$ cat src/rtl/mult_fu.sv
// mult_fu: pipelined RV32M multiply unit (MUL/MULH/MULHSU/MULHU).
// Each stage folds one XLEN/NUM_STAGES-bit slice of the multiplier into a
// 2*XLEN accumulator. The finished op waits in the last stage until the CDB
// arbiter grants it. The whole pipe holds while that wait lasts.
module mult_fu #(
   parameter int XLEN       = 32,
   parameter int NUM_STAGES = 4,
   parameter int TAG_W      = 6,
   parameter int ROB_IDX_W  = 5
) (
   input  logic                              clock,
   input  logic                              reset,
   input  logic                              mispredict,
   input  logic                              issue_valid,
   input  logic [1:0]                        issue_func,
   input  logic [XLEN-1:0]                   issue_src1,
   input  logic [XLEN-1:0]                   issue_src2,
   input  logic [TAG_W-1:0]                  issue_dest_tag,
   input  logic [ROB_IDX_W-1:0]              issue_rob_idx,
   output logic                              issue_ready,
   output logic                              cdb_req,
   output logic [TAG_W-1:0]                  cdb_tag,
   output logic [XLEN-1:0]                   cdb_value,
   output logic [ROB_IDX_W-1:0]              cdb_rob_idx,
   input  logic                              cdb_grant,
   output logic [$clog2(NUM_STAGES+1)-1:0]   inflight_count
);

   localparam int PW    = 2 * XLEN;
   localparam int SW    = XLEN / NUM_STAGES;
   localparam int CNT_W = $clog2(NUM_STAGES + 1);

   // Extend an operand to XLEN+1 bits, signed or unsigned.
   function automatic logic signed [XLEN:0] ext_op(input logic [XLEN-1:0] v, input logic sgn);
      return {sgn & v[XLEN-1], v};
   endfunction

   // Partial product of multiplier slice k, already shifted into place.
   // The top slice takes the extension bit as well, so a signed multiplier's
   // sign bit carries negative weight. Lower slices are always unsigned.
   function automatic logic signed [PW-1:0] part_prod(input logic signed [XLEN:0] a,
                                                      input logic signed [XLEN:0] b,
                                                      input int k);
      logic signed [SW:0]   s;
      logic signed [PW-1:0] ae;
      logic signed [PW-1:0] se;
      if (k == NUM_STAGES - 1)
         s = b[XLEN -: SW+1];
      else
         s = {1'b0, b[k*SW +: SW]};
      ae = PW'(a);
      se = PW'(s);
      return (ae * se) <<< (k * SW);
   endfunction

   logic [NUM_STAGES-1:0]       vld;
   logic [1:0]                  func_q [NUM_STAGES];
   logic [TAG_W-1:0]            tag_q  [NUM_STAGES];
   logic [ROB_IDX_W-1:0]        rob_q  [NUM_STAGES];
   logic signed [PW-1:0]        acc_q  [NUM_STAGES];
   // The last stage no longer needs its operands, so only N-1 copies exist.
   logic signed [XLEN:0]        opa_q  [NUM_STAGES-1];
   logic signed [XLEN:0]        opb_q  [NUM_STAGES-1];

   logic                        stall;
   logic signed [XLEN:0]        issue_a;
   logic signed [XLEN:0]        issue_b;

   assign stall       = vld[NUM_STAGES-1] & ~cdb_grant;
   assign issue_ready = ~stall;
   assign cdb_req     = vld[NUM_STAGES-1];
   // src1 is signed except for MULHU; src2 is signed only for MUL/MULH.
   assign issue_a     = ext_op(issue_src1, issue_func != 2'd3);
   assign issue_b     = ext_op(issue_src2, ~issue_func[1]);

   // Valid bits: cleared by reset or flush, otherwise shift unless stalled.
   // A flush also squashes a same-cycle issue and a same-cycle grant.
   always_ff @(posedge clock) begin
      if (reset | mispredict)
         vld <= '0;
      else if (!stall)
         vld <= {vld[NUM_STAGES-2:0], issue_valid & issue_ready};
   end

   // Datapath: advances with the valid bits; bubbles carry don't-care data.
   always_ff @(posedge clock) begin
      if (!stall) begin
         func_q[0] <= issue_func;
         tag_q[0]  <= issue_dest_tag;
         rob_q[0]  <= issue_rob_idx;
         opa_q[0]  <= issue_a;
         opb_q[0]  <= issue_b;
         acc_q[0]  <= part_prod(issue_a, issue_b, 0);
         for (int k = 1; k < NUM_STAGES; k++) begin
            func_q[k] <= func_q[k-1];
            tag_q[k]  <= tag_q[k-1];
            rob_q[k]  <= rob_q[k-1];
            acc_q[k]  <= acc_q[k-1] + part_prod(opa_q[k-1], opb_q[k-1], k);
         end
         for (int k = 1; k < NUM_STAGES - 1; k++) begin
            opa_q[k] <= opa_q[k-1];
            opb_q[k] <= opb_q[k-1];
         end
      end
   end

   // CDB fields come from the last stage and read zero while it is empty.
   always_comb begin
      cdb_tag     = '0;
      cdb_rob_idx = '0;
      cdb_value   = '0;
      if (vld[NUM_STAGES-1]) begin
         cdb_tag     = tag_q[NUM_STAGES-1];
         cdb_rob_idx = rob_q[NUM_STAGES-1];
         cdb_value   = (func_q[NUM_STAGES-1] == 2'd0) ? acc_q[NUM_STAGES-1][XLEN-1:0]
                                                      : acc_q[NUM_STAGES-1][PW-1:XLEN];
      end
   end

   // Occupancy: popcount of the stage valid bits.
   always_comb begin
      inflight_count = '0;
      for (int i = 0; i < NUM_STAGES; i++)
         inflight_count = inflight_count + CNT_W'(vld[i]);
   end

endmodule
$ cat config.mk
export PLATFORM = sky130hd
export DESIGN_NAME = mult_fu
export DESIGN_NICKNAME = d
export VERILOG_FILES = /design/src/rtl/mult_fu.sv
export SDC_FILE = /design/constraint.sdc
export NUM_CORES = 2
export LEC_CHECK = 0
export ABC_AREA = 1
export CORE_MARGIN = 4
export CORE_UTILIZATION = 50
export CTS_BUF_LIST = sky130_fd_sc_hd__clkbuf_8
export CTS_CLUSTER_DIAMETER = 50
export CTS_CLUSTER_SIZE = 10
export DETAILED_ROUTE_END_ITERATION = 8
export PLACE_DENSITY_LB_ADDON = 0.1
export SLEW_MARGIN = 30
export SYNTH_ARGS = -nofsm -noshare
export SYNTH_HDL_FRONTEND = slang
export SYNTH_SLANG_ARGS = --single-unit
$ cat constraint.sdc
create_clock -name clock -period 20.8 [get_ports clock]
set_input_delay 3.12 -clock clock [delete_from_list [all_inputs] [get_ports clock]]
set_output_delay 3.12 -clock clock [all_outputs]
set_load 0.01 [all_outputs]
==> metrics.cfg <==
[cts]
cts_setup_buffers=0
cts_hold_buffers=0
numCtsBuffers=75
cts_root_buffer=clkbuf_8
path_clk_slew_ns=0.07
htree_levels=3
cts_tree=done
clockBufferDepth=3
clock_latency_ns=0.81
cts.repair.resized=0
cts.sinks=440

[setup_path]
path_max_fanout=75
slowest_delay_ns=0.62
cp.depth=4
crit_top_cell=clkdlybuf4s50_1
crit_arrival_ns=5.12
required_ns=17.68
criticalPathCategory=in -> out
cp_top_family=buffers and inverters
crit_path_top_delay_cell=clkdlybuf4s50_1
critPathCaptureType=primary output
worstRegToRegCells=28
crit_chain=clkdlybuf4s50_1, nor2_1, inv_8, clkdlybuf4s50_1
cp_num_buf_inv=3
start_kind=input pin

[hold_path]
holdPathStages=0
hold_class=reg -> reg

[routing]
wl_per_cell_um=20.4
drcViolationCount=0
drtIter0Drc=3438
drt_first_pass_iters=8
wl_um=198000
num_vias=50400
ant_nets=0
viasPerCell=5.20

[finish]
mostFrequentLayoutCells=inv_1 (2067), nand2_1 (1984), fa_1 (847)
drive_gt1_frac=0.0317
syn_to_final_growth_pct=6.44
layout_commonest_cell=inv_1
nNetsFinal=9397

[die]
initial_utilization=0.506
core_um2=124000
dieWidth_um=363
die_y_um=363
rows=129
ios=130
die_area_um2=132000

[grt]
grt_pass1_wl_um=308000
grt_use_total=0.307
overflow=0
antenna_found_initial=7
grt_pass1_vias=53200
grt_max_degree=81

[synthesis]
syn_avg_cell_area_um2=7.85
ys_ff_latch=440
netlist_area_um2=63000
synth_edf_count=436
ys.flop_type=edfxtp_1
syn_nets=9416
yosysSeqAreaShare=0.209
synth_cell_types=51
syn_inst=8019
yosys_warnings=0
postSynth.asyncResetShare=0

[sta]
tns_ns=0
final_hold_viol_count=0
tightest_slew_ns=0.951
final-setup-viol-count=0
fin_skew_ns=0.0616
rsz0062_at_grt=no
max_freq_mhz=121
post-route-min-period_ns=8.24
maxSlewViolCount=0
max-slew-margin-rel=0.366
finalCritPeriodShare=0.396

[place]
hpwl_um=166000
port_buffers=129
globalplace.congestion=1.01

[outcome]
status=finished clean

[run]
maxCapViolCount=0

-- worst paths after layout --
path / endpoint / from / slack [ns]
min: acc_q[3][23]$_DFFE_PN_ / acc_q[2][23]$_DFFE_PN_ / 0.41
max: issue_ready / cdb_grant / 12.56
min reg2reg: acc_q[3][23]$_DFFE_PN_ / acc_q[2][23]$_DFFE_PN_ / 0.41
max reg2reg: acc_q[3][51]$_DFFE_PN_ / opb_q[0][98]$_DFFE_PN_ / 12.57
-- synth_stat cells (all sizes together), types with 10 or more instances --
master / instances / area share
a21boi: 16 / 0.0020
a21o: 56 / 0.0067
a21oi: 325 / 0.027
a31oi: 47 / 0.0047
and3: 11 / 0.0011
clkbuf: 259 / 0.017
edfxtp: 436 / 0.21
fa: 847 / 0.27
ha: 468 / 0.093
inv: 2066 / 0.12
nand2: 1996 / 0.12
nand3: 206 / 0.017
nand4: 30 / 0.0030
nor2: 612 / 0.037
nor3: 59 / 0.0057
nor4: 10 / 0.0015
o21a: 18 / 0.0021
o21ai: 238 / 0.020
o21bai: 50 / 0.0062
or2: 10 / 0.00099
xnor2: 63 / 0.0088
xor2: 167 / 0.023
-- sequential cells by signal, indices dropped and copies added (netlist names) --
register,cells
acc_q,234
func_q,8
opa_q,99
opb_q,51
rob_q,20
tag_q,24
vld,4
-- cell families (layout without fill, tap and decap cells) --
family,count (synthesis),in the layout,share of synthesized area
simple gates,2935,2935,0.186
buf+inv,2332,2360,0.141
fa+ha+maj,1315,1315,0.362
compound gates,767,767,0.0701
flops,440,440,0.209
xor+xnor,230,230,0.0321
other cells,0,2,0
-- metal layers --
metal,vias up,routed length (um),global-route usage
li1,24000,-,-
met1,24600,78400,0.373
met2,1406,96900,0.536
met3,413,9280,0.0356
met4,0,13100,0.168
met5,-,0,0
-- per-stage QoR --
stage	utilization	hold slack (ns)	instances	cell area, um^2	setup slack (ns)
2_1_floorplan	-	0.400	8019	63000	5.99
3_3_place_gp	0.527	0.401	9560	65500	12.42
3_5_place_dp	0.527	0.405	9560	65500	12.43
4_1_cts	0.539	0.406	9684	67000	12.52
5_1_grt	0.539	0.408	9686	67000	12.37
6_report	0.539	0.407	9686	67000	12.56
-- final cells by class --
cell class,instances,area (um^2)
tap,1637,2050
antenna,2,5.00
timing repair buffer,170,1590
sequential,440,13200
multi-input combinational,5247,41000
fill,12000,57400
inverter,2066,7760
clock buffer,75,1030
clock inverter,49,469
Power is not shown: default switching activity piles up to over one toggle a cycle in this logic, so the estimate is an artifact.
